$ cat config.mk
export PLATFORM = sky130hd
export DESIGN_NAME = seq_compare_n
export DESIGN_NICKNAME = d
export VERILOG_FILES = /design/src/rtl/seq_compare_n.sv
export SDC_FILE = /design/constraint.sdc
export NUM_CORES = 1
export LEC_CHECK = 0
export BUFFER_PORTS_ARGS = -buffer_cell sky130_fd_sc_hd__buf_2
export CAP_MARGIN = 20
export CORE_MARGIN = 2
export CORE_UTILIZATION = 40
export CTS_CLUSTER_DIAMETER = 120
export CTS_CLUSTER_SIZE = 25
export DETAILED_ROUTE_END_ITERATION = 10
export PLACE_DENSITY = 0.64
export RECOVER_POWER = 50
export SYNTH_ARGS = -nofsm -noshare
export SYNTH_HDL_FRONTEND = slang
export SYNTH_SLANG_ARGS = --single-unit
$ cat constraint.sdc
create_clock -name CLK -period 2.74 [get_ports CLK]
set_clock_uncertainty 0.1 [all_clocks]
set_input_delay 0.822 -clock CLK [delete_from_list [all_inputs] [get_ports CLK]]
set_output_delay 0.822 -clock CLK [all_outputs]
set_load 0.05 [all_outputs]
$ cat src/rtl/seq_compare_n.sv
// Multi-cycle magnitude comparator: scans 4-bit slices MSB-first and reports
// A>B / A<B / A==B with a valid/ready handshake on both sides.
module seq_compare_n #(
    parameter int WIDTH      = 16,
    parameter int EARLY_EXIT = 1
) (
    input  logic             CLK,
    input  logic             RESET_N,
    input  logic             in_valid,
    output logic             in_ready,
    input  logic [WIDTH-1:0] DataA,
    input  logic [WIDTH-1:0] DataB,
    input  logic             signed_mode,
    output logic             out_valid,
    input  logic             out_ready,
    output logic             QAGB,
    output logic             QASB,
    output logic             QAEB,
    output logic [6:0]       slices_used
);

    localparam int NS = WIDTH / 4;
    localparam int IW = (NS > 1) ? $clog2(NS) : 1;

    typedef enum logic [1:0] {IDLE, RUN, DONE} state_t;

    state_t              state_q, state_d;
    logic [NS-1:0][3:0]  a_q, b_q;
    logic                sgn_q;
    logic [IW-1:0]       idx_q;
    logic                found_q;
    logic [3:0]          sa, sb;
    logic                last, diff;

    // Flipping the sign bit of the top slice turns a two's-complement order
    // into an unsigned one, so the rest of the scan stays unsigned.
    always_comb begin
        sa = a_q[idx_q];
        sb = b_q[idx_q];
        if (sgn_q && (idx_q == IW'(NS - 1))) begin
            sa[3] = ~sa[3];
            sb[3] = ~sb[3];
        end
        last = (idx_q == '0);
        diff = !found_q && (sa != sb);
    end

    always_ff @(posedge CLK or negedge RESET_N) begin
        if (!RESET_N) state_q <= IDLE;
        else          state_q <= state_d;
    end

    always_comb begin
        state_d   = state_q;
        in_ready  = 1'b0;
        out_valid = 1'b0;
        case (state_q)
            IDLE: begin
                in_ready = 1'b1;
                if (in_valid) state_d = RUN;
            end
            RUN: begin
                if ((diff && EARLY_EXIT != 0) || last) state_d = DONE;
            end
            DONE: begin
                out_valid = 1'b1;
                if (out_ready) state_d = IDLE;
            end
            default: state_d = IDLE;
        endcase
    end

    always_ff @(posedge CLK or negedge RESET_N) begin
        if (!RESET_N) begin
            a_q         <= '0;
            b_q         <= '0;
            sgn_q       <= 1'b0;
            idx_q       <= '0;
            found_q     <= 1'b0;
            QAGB        <= 1'b0;
            QASB        <= 1'b0;
            QAEB        <= 1'b0;
            slices_used <= '0;
        end else begin
            case (state_q)
                IDLE: begin
                    if (in_valid) begin
                        a_q         <= DataA;
                        b_q         <= DataB;
                        sgn_q       <= signed_mode;
                        idx_q       <= IW'(NS - 1);
                        found_q     <= 1'b0;
                        slices_used <= '0;
                    end
                end
                RUN: begin
                    slices_used <= slices_used + 7'd1;
                    // Results are only rewritten at the decision point so they
                    // keep the previous answer until a new one exists.
                    if (diff) begin
                        QAGB    <= (sa > sb);
                        QASB    <= (sa < sb);
                        QAEB    <= 1'b0;
                        found_q <= 1'b1;
                    end else if (last && !found_q) begin
                        QAGB <= 1'b0;
                        QASB <= 1'b0;
                        QAEB <= 1'b1;
                    end
                    if (!last) idx_q <= idx_q - 1'b1;
                end
                default: ;
            endcase
        end
    end

endmodule
### Word-level counts from Yosys, hierarchy flattened

Cells that the tools add are included.

| word-level totals | value |
|---|---|
| bits in registers | 48 |
| input port bits | 37 |
| output and inout bits | 12 |
| logic and storage cells | 72 |

| operators by class | value |
|---|---|
| add/sub/neg operators | 2 |
| magnitude comparators | 3 |
| equality and inequality tests | 9 |
| multiplexer cells | 25 |
| bitwise gates (word level) | 2 |
| reduce and logical (&&, ||, !) cells | 15 |

Operators by type and width:

| operator | count |
|---|---|
| binary-select mux 4 bit (select 2 bit) | 2 |
| one-hot mux 7 bit (2 select lines) | 1 |
| 2-to-1 mux 1 bit | 11 |
| 2-to-1 mux 2 bit | 5 |
| inequality test 2 bit (second input constant) | 5 |
| AND reduction 3 bit | 3 |
| 2-to-1 mux 4 bit | 2 |
| adder 7 x 1 -> 7 bit (second input constant) | 1 |
| 2-to-1 mux 7 bit | 1 |
| one-hot mux 2 bit (3 select lines) | 1 |
| AND reduction 2 bit | 3 |
| equality test 2 bit (second input constant) | 2 |
| greater-than comparator 4 bit | 1 |
| zero test 2 bit | 2 |
| less-than comparator 4 bit | 1 |
| inequality test 4 bit | 1 |
| one-hot mux 2 bit (2 select lines) | 1 |
| nonzero test 2 bit | 2 |
| logical AND 1 bit | 3 |
| less-than comparator 2 x 3 -> 1 bit (second input constant) | 1 |
| equality test 2 x 1 -> 1 bit (second input constant) | 1 |
| NOT 1 bit | 2 |
| one-hot mux 1 bit (2 select lines) | 1 |
| subtractor 2 x 1 -> 2 bit (second input constant) | 1 |
| 2 further kinds | 2 |

### Longest topological paths before layout

| logic depth | value |
|---|---|
| depth in word-level cells | 9 |
| mapped depth | 8 |
| gate-level depth less buffers | 8 |

### Worst setup path before layout

Ideal clock, no wire load.

| timing path | value |
|---|---|
| path kind | register -> register |
| from | register idx_q[0] |
| to | register QAGB |
| library setup time | 120 ps |
| arrival time | 2293 ps |
| required time | 2520 ps |
| slack | 227 ps |
| stages on the path, launching flop included | 9 |
| buffers on the path | 1 |
| path through | dfrtp_1 > buf_6 > mux4_2 > xnor2_1 > ha_1 > a41oi_1 > nand2_2 > and3_1 > a31o_1 |

| between the ends | value |
|---|---|
| longest elaborated chain between the ends | 8 |
| elaborated cells on any way between the ends | 18 |

Ends and longest elaborated chain:

| item | line | text |
|---|---|---|
| start: declaration | 30 | `logic [IW-1:0] idx_q;` |
| start signal: assignment | 91 | `idx_q <= IW'(NS - 1);` |
| start signal: assignment | 110 | `if (!last) idx_q <= idx_q - 1'b1;` |
| binary-select mux 4 bit (select 2 bit) (on tied branches) | 38, 39 |  |
| 2-to-1 mux 4 bit (on tied branches) | 38, 39 |  |
| NOT 1 bit (on tied branches) | 41, 42 |  |
| 2-to-1 mux 1 bit | 40 | `if (sgn_q && (idx_q == IW'(NS - 1))) begin` |
| inequality test 4 bit | 45 | `diff = !found_q && (sa != sb);` |
| logical AND 1 bit | 45 |  |
| nonzero test 2 bit (no source line) | - |  |
| AND reduction 2 bit (no source line) | - |  |
| end signal: assignment | 101 | `QAGB <= (sa > sb);` |
| end: declaration | 16 | `output logic QAGB,` |

Several ways; a longest one is shown, not always the timed one. The select of a mux whose other input is x is not followed.
A chain may end at the register's enable or synchronous reset.

### Final worst setup path

Same ends and word-level chain as after synthesis.

==> results_dict.tcl <==
set metrics [dict create \
    reg2reg_slack_ns 0.22 \
    async_flop_share_pct 100 \
    placement.io_buffers 48 \
    maximum_frequency_from_static_timing_analysis_mhz 396 \
    worst_skew_pair.late_latency_ns 0.30 \
    tightestPinTransition_ns 1.44 \
    finalInstanceArea_um2 2650 \
    grt_first_pass_wirelength_mm 8.09 \
    ir_worst_vdd_mv 0.518 \
    grt_max_degree 36 \
    final_min_period_over_clock_period_pct 92.2 \
    final-setup-viol-count 0 \
    cts.sinks 48 \
    hold_start "slices_used[6]" \
    worst_hold_path_type "reg -> reg" \
    setup.worst_path.start_class "flop" \
    design.final.nets 331 \
    route.final.wire_length_mm 4.60 \
    cts_repair_resize_count 0 \
    wl_cell_um 12.8 \
    timing.max_slew.rel_slack_pct 4.17 \
    tritoncts "built" \
    die_h_um 79.3 \
    yosysWarnings 0 \
    p_leak_nw 1.42 \
    synth.cell_area_um2 2270 \
    antenna_found_initial 0 \
    place_worst_setup_slack_ns 0.225 \
    start_util_pct 41.2 \
    dieWidth_um 79.3 \
    htreeDepth 2 \
    timing.max_cap.violations 0 \
    fin_total_pwr_w 0.00308 \
    yosys_most_used_dff "dfrtp_1" \
    drive_above_1_share_pct 23.7 \
    cts_made_buffers 5 \
    area_growth_syn_to_layout_pct 16.8 \
    number_of_remaining_drc_errors 0 \
    finalWeightedCongestion 0.768 \
    core_um2 5510 \
    critical_path_peak_fanout 9 \
    timing.critical_path.arrival_ns 2.61 \
    ant_nets 0 \
    run_status "complete, no violations" \
    grt_use_total_pct 16.6 \
    slew_violations 0 \
    timing.critical_path.required_ns 2.83 \
    ios 49 \
    fin_hold_ws_ns 0.370 \
    final_period_minus_worst_setup_slack_ns 2.52 \
    synth_edf_count 0 \
    n_antenna_cell 0 \
    crit_start "idx_q[0]" \
    first_global_vias 1759 \
    hpwlAfterDp_mm 3.49 \
    synth_seq_cells 48 \
    synth.net_count 279 \
    final.setup.worst_slack_ns 0.215 \
    path_clk_slew_ns 0.09 \
    total_grt_overflow 0 \
    viasPerCell 4.70 \
    cts_root_buffer "clkbuf_8" \
    die_area_um2 6290 \
    drt_iter0_drc 84 \
    worstReg2RegStart "idx_q[0]" \
    synth-seq-area-share_pct 52.9 \
    number_of_post_cts_setup_repair_buffers 0 \
    dpl-instance-area_um2 2590 \
    grt_setup_unrepaired "false" \
    synthesis.area_per_instance_um2 9.66 \
    power.density_cell_area_nw_per_um2 1160 \
    synthCells 235 \
    fillers 552 \
    drt-pass1-iter-count 4 \
    worst_setup_path_end_kind "flop" \
    final.setup.tns_ns 0 \
    netlist-cell-type-count 27 \
    worst-setup-path-type "reg -> reg" \
    vias 1689 \
    hold_fix_buffers_cts 0 \
    final-hold-violation-count 0 \
    num_rows 27 \
    clockBufferDepth 2 \
]
[cells in the final DEF, fill, tap and decap left out, drive strengths merged]
cell type	n
o311ai	2
o41ai	2
xor2	2
a31o	1
dfrtp	48
inv	8
a21boi	1
nor2b	1
clkinv	1
xnor2	1
nor3	2
nand3	4
nand2b	2
ha	7
clkbuf	11
nor3b	1
o31ai	2
nand2	111
nand3b	1
a41oi	1
o21ai	10
nor2	4
buf	50
and3	1
a21oi	4
and2	1
mux4	8
[path summary, 6_finish.rpt]
| check | to | depth (start not counted) |
|---|---|---|
| setup / recovery | QAGB | 7 |
| hold / removal | slices_used[6] | 1 |
| setup reg to reg | QAGB | 7 |
| hold reg to reg | slices_used[6] | 1 |
| max in group asynchronous | b_q[15] | 2 |
| min in group asynchronous | a_q[9] | 1 |
[logic make-up (layout without fill, tap and decap cells)]
logic type,Yosys count,in the layout,share of synthesized area [%]
AND/OR/NAND/NOR,128,128,23.7
flip-flops,48,48,52.9
AO/OA/AOI/OAI,23,23,6.40
buffers and inverters,18,70,4.08
multiplexers,8,8,7.94
adder cells (fa/ha/maj),7,7,3.86
XOR/XNOR,3,3,1.16
[sequential cells by signal (all words and copies together) (netlist names)]
signal	count
QAEB	1
QAGB	1
QASB	1
a_q	16
b_q	16
found_q	1
idx_q	2
sgn_q	1
slices_used	7
state_q	2
[power by group]
group / leakage, nW / switching (W) / internal, W
clock network: 0.0410 / 0.000222 / 0.000174
logic: 0.780 / 0.000844 / 0.000594
registers: 0.600 / 0.000228 / 0.00102
[critical path: stages, from the launching register on]
cell and delay [ns]:
dfrtp_1 0.45, buf_4 0.24, mux4_2 0.51, ha_1 0.32
a41oi_1 0.30, nand2_2 0.13, and3_1 0.19, a31o_1 0.18
[layer usage]
| metal | GRT usage, % | share of wire [%] |
|---|---|---|
| met1 | 22.0 | 46 |
| met2 | 27.0 | 48 |
| met3 | 3.18 | 3.1 |
| met4 | 6.72 | 2.2 |
| met5 | 0 | 0 |
[stage by stage]
stage	instances	utilization [%]
4_1_cts	359	48.4
6_report	359	48.1
5_1_grt	359	48.1
3_3_place_gp	352	47.0
3_5_place_dp	352	47.0
2_1_floorplan	235	-
[synth_stat cells, drive strengths merged, types with 4 or more instances]
library cell | instances | share of area (%)
nor2 | 4 | 0.66
dfrtp | 48 | 53
ha | 7 | 3.9
inv | 8 | 1.3
nand2 | 111 | 18
o21ai | 10 | 2.2
buf | 10 | 2.8
mux4 | 8 | 7.9
a21oi | 4 | 0.88
nand3 | 4 | 0.88
[area by class of cell]
type / instances / area [µm²] / share of cell area [%]
sequential: 48 / 1200 / 45.3
clock buffer: 6 / 72.6 / 2.74
inverter: 8 / 30.0 / 1.13
timing repair buffer: 55 / 277 / 10.4
multi-input combinational: 169 / 976 / 36.8
tap: 72 / 90.1 / 3.40
clock inverter: 1 / 5.00 / 0.189
Note: power is estimated with default switching activity, not from simulation.
